## config.mk

```make
export PLATFORM = sky130hd
export DESIGN_NAME = product_accumulator
export DESIGN_NICKNAME = d
export VERILOG_FILES = /design/src/rtl/product_acc_pkg.sv /design/src/rtl/beat_counter.sv /design/src/rtl/product_accumulator.sv
export SDC_FILE = /design/constraint.sdc
export NUM_CORES = 1
export LEC_CHECK = 0
export ABC_AREA = 0
export BUFFER_PORTS_ARGS = -buffer_cell sky130_fd_sc_hd__buf_2
export CELL_PAD_IN_SITES_DETAIL_PLACEMENT = 0
export CELL_PAD_IN_SITES_GLOBAL_PLACEMENT = 2
export CORE_UTILIZATION = 37
export DETAILED_ROUTE_END_ITERATION = 16
export PLACE_DENSITY = 0.83
export SETUP_SLACK_MARGIN = 0.1
export SLEW_MARGIN = 0
export SYNTH_ARGS = -nofsm -noshare
export SYNTH_HDL_FRONTEND = slang
export SYNTH_SLANG_ARGS = --single-unit
```

## constraint.sdc

```tcl
create_clock -name clk -period 4.1 [get_ports clk]
set_input_delay 0 -clock clk [delete_from_list [all_inputs] [get_ports clk]]
set_output_delay 0 -clock clk [all_outputs]
set_load 0.01 [all_outputs]
```

## src/rtl/product_acc_pkg.sv

```systemverilog
// Shared types and constants for the product accumulator slice.
package product_acc_pkg;

  localparam int PROD_W = 4;
  localparam int CNT_W  = 8;

  typedef enum logic {
    ACCUM = 1'b0,
    HOLD  = 1'b1
  } acc_state_t;

endpackage

```

## src/rtl/beat_counter.sv

```systemverilog
// Counts accepted beats within a frame; flags the beat that completes it.
module beat_counter
  import product_acc_pkg::*;
#(
  parameter int COUNT = 4
) (
  input  logic clk,
  input  logic rst_n,
  input  logic clear,
  input  logic incr,
  output logic last
);

  logic [CNT_W-1:0] count_r;

  assign last = incr && (count_r == CNT_W'(COUNT - 1));

  // Beat count register; clear has priority over increment.
  always_ff @(posedge clk or negedge rst_n) begin
    if (!rst_n) begin
      count_r <= {CNT_W{1'b0}};
    end else if (clear) begin
      count_r <= {CNT_W{1'b0}};
    end else if (incr) begin
      count_r <= count_r + CNT_W'(1);
    end else begin
      count_r <= count_r;
    end
  end

endmodule

```

## src/rtl/product_accumulator.sv

```systemverilog
// Sums COUNT multiplier products per frame and presents the sum over valid/ready.
// Optional feature macro: PRODUCT_ACC_SATURATE_EN (clamp instead of wrap on overflow).
module product_accumulator
  import product_acc_pkg::*;
#(
  parameter int ACC_W = 8,
  parameter int COUNT = 4
) (
  input  logic              clk,
  input  logic              rst_n,
  input  logic              in_valid,
  output logic              in_ready,
  input  logic [PROD_W-1:0] in_prod,
  output logic              out_valid,
  input  logic              out_ready,
  output logic [ACC_W-1:0]  out_sum,
  output logic              out_ovf
);

  acc_state_t       state_r;
  logic [ACC_W-1:0] acc_r;
  logic             ovf_r;

  logic             accept_s;
  logic             transfer_s;
  logic             last_s;
  logic [ACC_W:0]   sum_s;
  logic [ACC_W-1:0] acc_next_s;
  logic             ovf_next_s;

  // Handshake strobes come only from registered state, never from out_ready into in_ready.
  assign in_ready   = (state_r == ACCUM);
  assign out_valid  = (state_r == HOLD);
  assign accept_s   = in_valid && (state_r == ACCUM);
  assign transfer_s = out_ready && (state_r == HOLD);

  // The accumulator doubles as the output register, so the sum is stable throughout HOLD.
  assign out_sum = acc_r;
  assign out_ovf = ovf_r;

  beat_counter #(
    .COUNT(COUNT)
  ) u_beat_counter (
    .clk  (clk),
    .rst_n(rst_n),
    .clear(transfer_s),
    .incr (accept_s),
    .last (last_s)
  );

  // Next accumulator value with carry detection; wrap or clamp on overflow.
  always_comb begin
    sum_s      = {1'b0, acc_r} + {{(ACC_W + 1 - PROD_W){1'b0}}, in_prod};
    ovf_next_s = ovf_r | sum_s[ACC_W];
`ifdef PRODUCT_ACC_SATURATE_EN
    if (ovf_next_s) begin
      acc_next_s = {ACC_W{1'b1}};
    end else begin
      acc_next_s = sum_s[ACC_W-1:0];
    end
`else
    acc_next_s = sum_s[ACC_W-1:0];
`endif
  end

  // Frame FSM with accumulator and sticky overflow flag.
  always_ff @(posedge clk or negedge rst_n) begin
    if (!rst_n) begin
      state_r <= ACCUM;
      acc_r   <= {ACC_W{1'b0}};
      ovf_r   <= 1'b0;
    end else begin
      case (state_r)
        ACCUM: begin
          if (accept_s) begin
            acc_r <= acc_next_s;
            ovf_r <= ovf_next_s;
            if (last_s) begin
              state_r <= HOLD;
            end else begin
              state_r <= ACCUM;
            end
          end else begin
            state_r <= ACCUM;
          end
        end
        HOLD: begin
          if (out_ready) begin
            acc_r   <= {ACC_W{1'b0}};
            ovf_r   <= 1'b0;
            state_r <= ACCUM;
          end else begin
            state_r <= HOLD;
          end
        end
        default: begin
          acc_r   <= {ACC_W{1'b0}};
          ovf_r   <= 1'b0;
          state_r <= ACCUM;
        end
      endcase
    end
  end

endmodule
```

==> flow_summary.json, run 1 <==
{
  "ys_warn_count": 0,
  "skew_ns": 0.00516,
  "dpl.hpwl_mm": 1.68,
  "reg2regPathDepth": 5,
  "synthArstFlopShare_pct": 100,
  "ctsHoldBuffers": 2,
  "synth-edff-count": 0,
  "synth_top_area_share_pct": 43.8,
  "worstSetupPathType": "flop to flop",
  "internal_power_mw": 0.463,
  "drv_slew": 0,
  "dp.cells": 142,
  "first_pass_iters": 4,
  "syn_inst": 96,
  "clkSinkCount": 18,
  "critPathLaunchType": "flop",
  "min_period_ns": 1.61,
  "core_area_sq_mm": 0.00254,
  "grt_pass1_wl_mm": 3.72,
  "setup_tns_ns": 0,
  "max-cap-violations": 0,
  "fmax_ghz": 0.623,
  "clkSlewWorstSetupHoldPaths_ns": 0.11,
  "ys_top_cells_by_area": "dfrtp_1, mux2i_1, ha_1",
  "wire_per_inst_um": 15.4,
  "cp_max_fo": 3,
  "cellLeakagePower_nw": 0.539,
  "hold_violations": 0,
  "cts_tree": "done",
  "antenna_found_initial": 0,
  "synth_cell_types": 34,
  "cts.repair.resized": 0,
  "start_util_pct": 40.4,
  "synth_top_cell_by_area": "dfrtp_1",
  "cts_inserted_buffers": 3,
  "chipWidth_um": 54.7,
  "final_layout_size_suffix_gt1_share_pct": 20.5,
  "antennaDiodeCount": 0,
  "drtAntennaViolNets": 0,
  "vdd_drop_max_mv": 0.305,
  "grt_setup_unrepaired": "false",
  "grt_max_degree": 19,
  "cp_data_required_time_ns": 4.29,
  "nNetsFinal": 133,
  "gp_congestion": 0.721,
  "clk_path_buf_depth": 2,
  "worst_pin_slew_ns": 0.653,
  "cp.arrival_ns": 1.80,
  "status": "complete, no violations",
  "grt_pass1_vias": 816,
  "relSlewSlack_pct": 55.2,
  "vias": 831,
  "ctsRootBufferMaster": "clkbuf_4",
  "power_frac_comb_pct": 46.3,
  "grt_use_total_pct": 17.8,
  "netlist_area_sq_mm": 0.00103,
  "final_cell_mix": "buf_2, dfrtp_1, nand2_1",
  "switching_share_pct": 42.7,
  "p_seq_share_pct": 42.7,
  "ys_ff_latch": 18,
  "power_density_mw_per_mm2": 683,
  "worst_setup_path_end_kind": "flop",
  "whs_path_depth": 3,
  "finalCritPeriodShare_pct": 39.2,
  "die-area_sq_mm": 0.00299,
  "synth.avg_cell_area_sq_um": 10.7,
  "grt-ovfl-total": 0,
  "synth_ff_type": "dfrtp_1",
  "ys_seq_area_share_pct": 43.8,
  "hp-class": "primary input to flop",
  "htreeDepth": 1,
  "layoutNonFillerInstCount": 147,
  "post_cts_buffers": 0,
  "setup_viol": 0,
  "drtIter0Drc": 16,
  "drc_errors": 0,
  "routed_wl_mm": 2.26,
  "clk_latency_ns": 0.29,
  "rows": 18,
  "vias_per_cell": 5.65,
  "clock_power_share_pct": 11.1,
  "synthToLayoutAreaGrowth_pct": 15.1,
  "power.switching_mw": 0.345,
  "portBuffers": 18,
  "ios": 19,
  "synthesis.nets": 110,
  "die_y_um": 54.7
}
[cell families (layout without fill, tap and decap cells)]
group / Yosys count / after routing / synth area share [%]
adders and majority gates: 6 / 6 / 8.03
muxes: 7 / 7 / 6.81
DFF: 18 / 18 / 43.8
buffers and inverters: 5 / 26 / 2.55
xor gates and xnor gates: 1 / 1 / 0.852
and+or+nand+nor: 30 / 30 / 17.6
AOI/OAI and AO/OA: 29 / 29 / 20.3
[worst max-delay path, cell delays in order, from the launching register on]
cell and delay [ns]:
dfrtp_1 0.42, ha_1 0.23, fa_1 0.42, nand3_1 0.16
a211oi_1 0.09, a22o_1 0.19
[cell type report]
type	instances	area, sq um
Inverter	3	11.3
Clock buffer	3	22.5
Tap cell	30	37.5
Timing Repair Buffer	20	110
Fill cell	254	1360
Sequential cell	18	450
Multi-Input combinational cell	73	552
[routing by layer]
metal | track usage (%) | wire (um)
met1 | 24.7 | 1200
met2 | 27.1 | 977
met3 | 3.33 | 67
met4 | 6.41 | 15
met5 | 0 | 0
[synth_stat cells, types with 2 or more instances]
cell       number
dfrtp_1        18
nand2_1        12
a21oi_1         7
mux2i_1         7
a22o_1          5
ha_1            5
nand3_1         5
inv_1           3
nand4_1         3
o21ai_0         3
a211oi_1        2
o2111ai_1       2
o211ai_1        2
o311ai_1        2
[power groups by stage]
stage	Sequential (mW)	Combinational, mW	Clock (mW)
2_1_floorplan	0.350	0.251	0
3_3_place_gp	0.343	0.372	0
3_5_place_dp	0.348	0.374	0
4_1_cts	0.345	0.377	0.0944
5_1_grt	0.361	0.420	0.104
6_report	0.345	0.374	0.0894
[through the flow]
| step | hold slack (ns) | cell area [sq um] | total power [mW] | worst slack (ns) | util, % |
|---|---|---|---|---|---|
| floorplan | -0.296 | 1030 | 0.601 | 2.56 | - |
| global placement | -0.0364 | 1140 | 0.715 | 2.56 | 44.8 |
| detailed placement | -0.0401 | 1140 | 0.722 | 2.49 | 44.8 |
| CTS | 0.0647 | 1180 | 0.816 | 2.48 | 46.5 |
| global route | 0.0858 | 1180 | 0.886 | 2.42 | 46.5 |
| finish | 0.0727 | 1180 | 0.808 | 2.49 | 46.5 |
[sequential cells by signal (all words and copies together), names as in the netlist]
| signal | flops |
|---|---|
| out_valid | 1 |
| out_sum | 8 |
| out_ovf | 1 |
| u_beat_counter.count_r | 8 |
[final timing paths]
path / from / end / slack, ns
max in group asynchronous: rst_n / u_beat_counter.count_r[5]$_DFFE_PN0P_ / 3.64
worst max-delay path: out_sum[0]$_DFFE_PN0P_ / out_ovf$_DFFE_PN0P_ / 2.49
worst max register to register: out_sum[0]$_DFFE_PN0P_ / out_ovf$_DFFE_PN0P_ / 2.49
worst min-delay path: in_prod[0] / out_sum[0]$_DFFE_PN0P_ / 0.07
min in group asynchronous: rst_n / out_sum[3]$_DFFE_PN0P_ / 0.16
worst min register to register: out_sum[6]$_DFFE_PN0P_ / out_sum[6]$_DFFE_PN0P_ / 0.52
Note: power is estimated with default switching activity, not from simulation.
==> run 2, diff against run 1 <==
Settings changed: CORE_UTILIZATION 37 to 31, PLACE_DENSITY 0.83 to 0.75.
Clock period 4.1 ns to 1.4 ns, I/O delays scaled along.
==> flow_summary.json, run 2 (synthesis results as in run 1) <==
{
  "final_layout_size_suffix_gt1_share_pct": 34.9,
  "die-area_sq_mm": 0.00355,
  "clk_path_buf_depth": 2,
  "drtIter0Drc": 26,
  "critPathLaunchType": "flop",
  "start_util_pct": 33.1,
  "finalCritPeriodShare_pct": 102,
  "max-cap-violations": 0,
  "core_area_sq_mm": 0.00310,
  "drtAntennaViolNets": 0,
  "min_period_ns": 1.42,
  "wire_per_inst_um": 13.2,
  "post_dp_cell_area_sq_mm": 0.00127,
  "clk_latency_ns": 0.30,
  "worst_setup_path_end_kind": "flop",
  "clkSinkCount": 18,
  "grt_use_total_pct": 15.3,
  "dp.cells": 163,
  "routed_wl_mm": 2.25,
  "clkSlewWorstSetupHoldPaths_ns": 0.11,
  "synthToLayoutAreaGrowth_pct": 32.8,
  "portBuffers": 18,
  "htreeDepth": 1,
  "grt-ovfl-total": 0,
  "grt_max_degree": 19,
  "vdd_drop_max_mv": 0.825,
  "p_total_mw": 2.73,
  "cp.arrival_ns": 1.63,
  "setup_tns_ns": -0.0235,
  "setup_viol": 1,
  "grt_pass1_vias": 834,
  "vias_per_cell": 5.07,
  "finish.instance_area_sq_mm": 0.00137,
  "dpl.hpwl_mm": 1.66,
  "fmax_ghz": 0.702,
  "layout_setup_ws_ns": -0.0235,
  "layout_commonest_cell": "buf_2",
  "chipWidth_um": 59.6,
  "die_y_um": 59.6,
  "power_density_mw_per_mm2": 2000,
  "violations": "setup timing",
  "first_pass_iters": 4,
  "antennaDiodeCount": 0,
  "status": "finished with violations",
  "rows": 20,
  "final_cell_mix": "buf_2, dfrtp_1, nand2_1",
  "drv_slew": 0,
  "layoutNonFillerInstCount": 170,
  "antenna_found_initial": 0,
  "cts_inserted_buffers": 3,
  "cts_tree": "done",
  "drc_errors": 0,
  "nNetsFinal": 141,
  "cp_max_fo": 3,
  "relSlewSlack_pct": 72.3,
  "gp_congestion": 0.751,
  "grt_pass1_wl_mm": 4.01,
  "fillCellCount": 317,
  "final_util_pct": 44.0,
  "worstSetupPathType": "flop to flop",
  "skew_ns": 0.00403,
  "worst_pin_slew_ns": 0.415,
  "hp-class": "primary input to flop",
  "hold_violations": 0,
  "cellLeakagePower_nw": 0.597,
  "ios": 19,
  "cp_data_required_time_ns": 1.60,
  "vias": 862,
  "grt_setup_unrepaired": "true",
  "ctsRootBufferMaster": "clkbuf_4"
}
[run 2: cell types whose count changed in the layout (fill, tap and decap cells not counted), sizes merged]
cell,change
buf,+8
clkbuf,+1
[run 2: metal layers]
| layer | vias up | routed length [um] | track usage (%) |
|---|---|---|---|
| met4 | 0 | 34 | 5.98 |
| met3 | 4 | 89 | 2.84 |
| met1 | 409 | 1180 | 22.4 |
| li1 | 433 | - | - |
| met5 | - | 0 | 0 |
| met2 | 16 | 943 | 22.2 |
[run 2: where the power goes]
part / switching, mW / internal [mW] / total, mW / leakage, nW
Combinational: 0.666 / 0.732 / 1.40 / 0.356
Clock: 0.176 / 0.159 / 0.335 / 0.0210
Sequential: 0.252 / 0.745 / 0.997 / 0.220
Total: 1.09 / 1.64 / 2.73 / 0.597
[run 2: worst paths after layout]
| path | from | end | slack [ns] | cells after the start |
|---|---|---|---|---|
| max | out_sum[0]$_DFFE_PN0P_ | out_ovf$_DFFE_PN0P_ | -0.02 | 5 |
| max reg2reg | out_sum[0]$_DFFE_PN0P_ | out_ovf$_DFFE_PN0P_ | -0.02 | 5 |
| min | in_prod[0] | out_sum[0]$_DFFE_PN0P_ | 0.07 | 3 |
| max in group asynchronous | rst_n | out_sum[1]$_DFFE_PN0P_ | 0.94 | 2 |
| min in group asynchronous | rst_n | out_sum[0]$_DFFE_PN0P_ | 0.15 | 2 |
| min reg2reg | out_sum[6]$_DFFE_PN0P_ | out_sum[6]$_DFFE_PN0P_ | 0.51 | 1 |
[run 2: area by class of cell]
type                       count  area [sq um]  area share, %
multi-input combinational     73           629           46.1
sequential                    18           452           33.1
timing repair buffer          28           183           13.4
tap                           44          55.1           4.03
clock buffer                   4          36.3           2.66
inverter                       3          11.3          0.824
[run 2: per-stage QoR]
stage | hold WS (ns) | worst slack [ns]
finish | 0.0672 | -0.0235
global route | 0.0698 | -0.0818
CTS | 0.0644 | -0.0288
global placement | -0.0254 | -0.00707
detailed placement | -0.0327 | -0.0304
floorplan | -0.296 | -0.0260
[run 2: critical path: stages (launching register included)]
cell and delay, ns:
dfrtp_1 0.42, ha_4 0.18, fa_2 0.35, nand3_2 0.11
a211oi_1 0.08, a22o_1 0.18
[run 2: repair_timing]
item,4_1_cts,5_1_grt
pin swaps,1,1
hold buffers,2,0
setup endpoints to repair,8,12
hold endpoints to repair,19,0
buffers inserted,1,0
resized for setup,4,0
==> run 3, diff against run 2 <==
Settings changed: CORE_MARGIN from default to 2, CORE_UTILIZATION 31 to 37, CTS_CLUSTER_SIZE from default to 20, PLACE_DENSITY 0.75 to 0.83.
Clock period 1.4 ns to 1.8 ns, I/O delays scaled along.
==> flow_summary.json, run 3 (synthesis results as in run 1) <==
{
  "worstSetupPathType": "flop to flop",
  "drtAntennaViolNets": 0,
  "chipWidth_um": 56.7,
  "hp-class": "primary input to flop",
  "max-cap-violations": 0,
  "worst_pin_slew_ns": 0.436,
  "dpl.hpwl_mm": 1.55,
  "worst_setup_path_end_kind": "flop",
  "grt_use_total_pct": 14.2,
  "gp_congestion": 0.733,
  "vdd_drop_max_mv": 0.722,
  "cts_inserted_buffers": 3,
  "fmax_ghz": 0.631,
  "skew_ns": 0.0125,
  "met1_length_mm": 1.11,
  "min_period_ns": 1.58,
  "hold_ws_ns": 0.0684,
  "rr_startpoint": "out_sum[0]$_DFFE_PN0P_",
  "start_util_pct": 38.3,
  "cellLeakagePower_nw": 0.544,
  "post_dp_cell_area_sq_mm": 0.00115,
  "antenna_found_initial": 0,
  "die_y_um": 56.7,
  "cts.repair.resized": 0,
  "reg2regPathDepth": 5,
  "setup_viol": 0,
  "synthToLayoutAreaGrowth_pct": 15.9,
  "multi_input_area_sq_um": 552,
  "ctsHoldBuffers": 2,
  "hold_violations": 0,
  "whs_path_depth": 3,
  "vias": 831,
  "rows": 19,
  "clk_path_buf_depth": 2,
  "drtIter0Drc": 14,
  "final_layout_size_suffix_gt1_share_pct": 21.2,
  "first_pass_iters": 4,
  "final_util_pct": 44.4,
  "grt_pass1_vias": 756,
  "r2r_end": "out_ovf$_DFFE_PN0P_",
  "highest_layer": "met4",
  "seq_area_sq_um": 450,
  "grt_setup_unrepaired": "false",
  "cp.arrival_ns": 1.78,
  "critPathLaunchType": "flop",
  "setup_tns_ns": 0,
  "cts_tree": "done",
  "antennaDiodeCount": 0,
  "ctsRootBufferMaster": "clkbuf_4",
  "cp_data_required_time_ns": 1.99,
  "dr_wl_met3_um": 127,
  "dr_wl_met2_um": 879,
  "wire_per_inst_um": 14.4,
  "drc_errors": 0,
  "fillCellCount": 286,
  "power_density_mw_per_mm2": 1530,
  "core_area_sq_mm": 0.00269,
  "routed_wl_mm": 2.14,
  "post_cts_buffers": 0,
  "die-area_sq_mm": 0.00322,
  "clk_latency_ns": 0.29,
  "hold_end": "out_sum[0]$_DFFE_PN0P_",
  "hp-start": "in_prod[0]",
  "vias_per_cell": 5.58,
  "clkSlewWorstSetupHoldPaths_ns": 0.11,
  "r2r_slack_ns": 0.22,
  "status": "complete, no violations",
  "grt_max_degree": 19,
  "relSlewSlack_pct": 70.9,
  "ios": 19,
  "finish.instance_area_sq_mm": 0.00119,
  "nNetsFinal": 134,
  "portBuffers": 18,
  "htreeDepth": 1,
  "finalCritPeriodShare_pct": 88.0,
  "p_total_mw": 1.83,
  "clkSinkCount": 18,
  "grt-ovfl-total": 0,
  "cp_max_fo": 3,
  "final_cell_mix": "buf_2, dfrtp_1, nand2_1",
  "drv_slew": 0,
  "grt_pass1_wl_mm": 3.52
}
## run 3: cell count changes in the layout (fill, tap and decap cells not counted), moves of 2 or more
cell | before | now
ha_4 | 4 | 0
a21oi_2 | 2 | 0
ha_1 | 1 | 5
a21oi_1 | 5 | 7
buf_4 | 7 | 1
## run 3: worst max path at each step
stage                     endpoint  slack, ns  depth (start not counted)                   start
2_1_floorplan  out_ovf$_DFFE_PN0P_       0.26                          5  out_sum[0]$_DFFE_PN0P_
3_3_place_gp   out_ovf$_DFFE_PN0P_       0.25                          5  out_sum[0]$_DFFE_PN0P_
3_5_place_dp   out_ovf$_DFFE_PN0P_       0.21                          5  out_sum[0]$_DFFE_PN0P_
4_1_cts        out_ovf$_DFFE_PN0P_       0.20                          5  out_sum[0]$_DFFE_PN0P_
5_1_grt        out_ovf$_DFFE_PN0P_       0.14                          5  out_sum[0]$_DFFE_PN0P_
6_report       out_ovf$_DFFE_PN0P_       0.22                          5  out_sum[0]$_DFFE_PN0P_
## run 3: through the flow
| step | worst slack (ns) | cells |
|---|---|---|
| after floorplan | 0.262 | 96 |
| after global placement | 0.248 | 144 |
| after detailed placement | 0.210 | 144 |
| after CTS | 0.204 | 149 |
| after global routing | 0.135 | 149 |
| final | 0.216 | 149 |
## run 3: cell type report
type | count | area share (%)
repair buffers | 21 | 9.86
flip-flops and latches | 18 | 37.8
clock buffers | 3 | 1.89
well taps | 31 | 3.25
inverters | 3 | 0.944
multi-input cells | 73 | 46.3
## run 3: report_power, final
group          switching [mW]  internal, mW
clock                   0.123        0.0777
combinational           0.443         0.400
sequential              0.206         0.577
## run 3: layer usage
| layer | vias to the layer above | GRT usage [%] |
|---|---|---|
| li1 | 414 | - |
| met1 | 394 | 21.6 |
| met2 | 21 | 18.9 |
| met3 | 2 | 4.15 |
| met4 | 0 | 5.10 |
| met5 | - | 0 |
## run 3: critical path: stages (launching register included)
cell,delay (ns)
dfrtp_1,0.41
ha_1,0.23
fa_1,0.41
nand3_1,0.16
a211oi_1,0.09
a22o_1,0.19
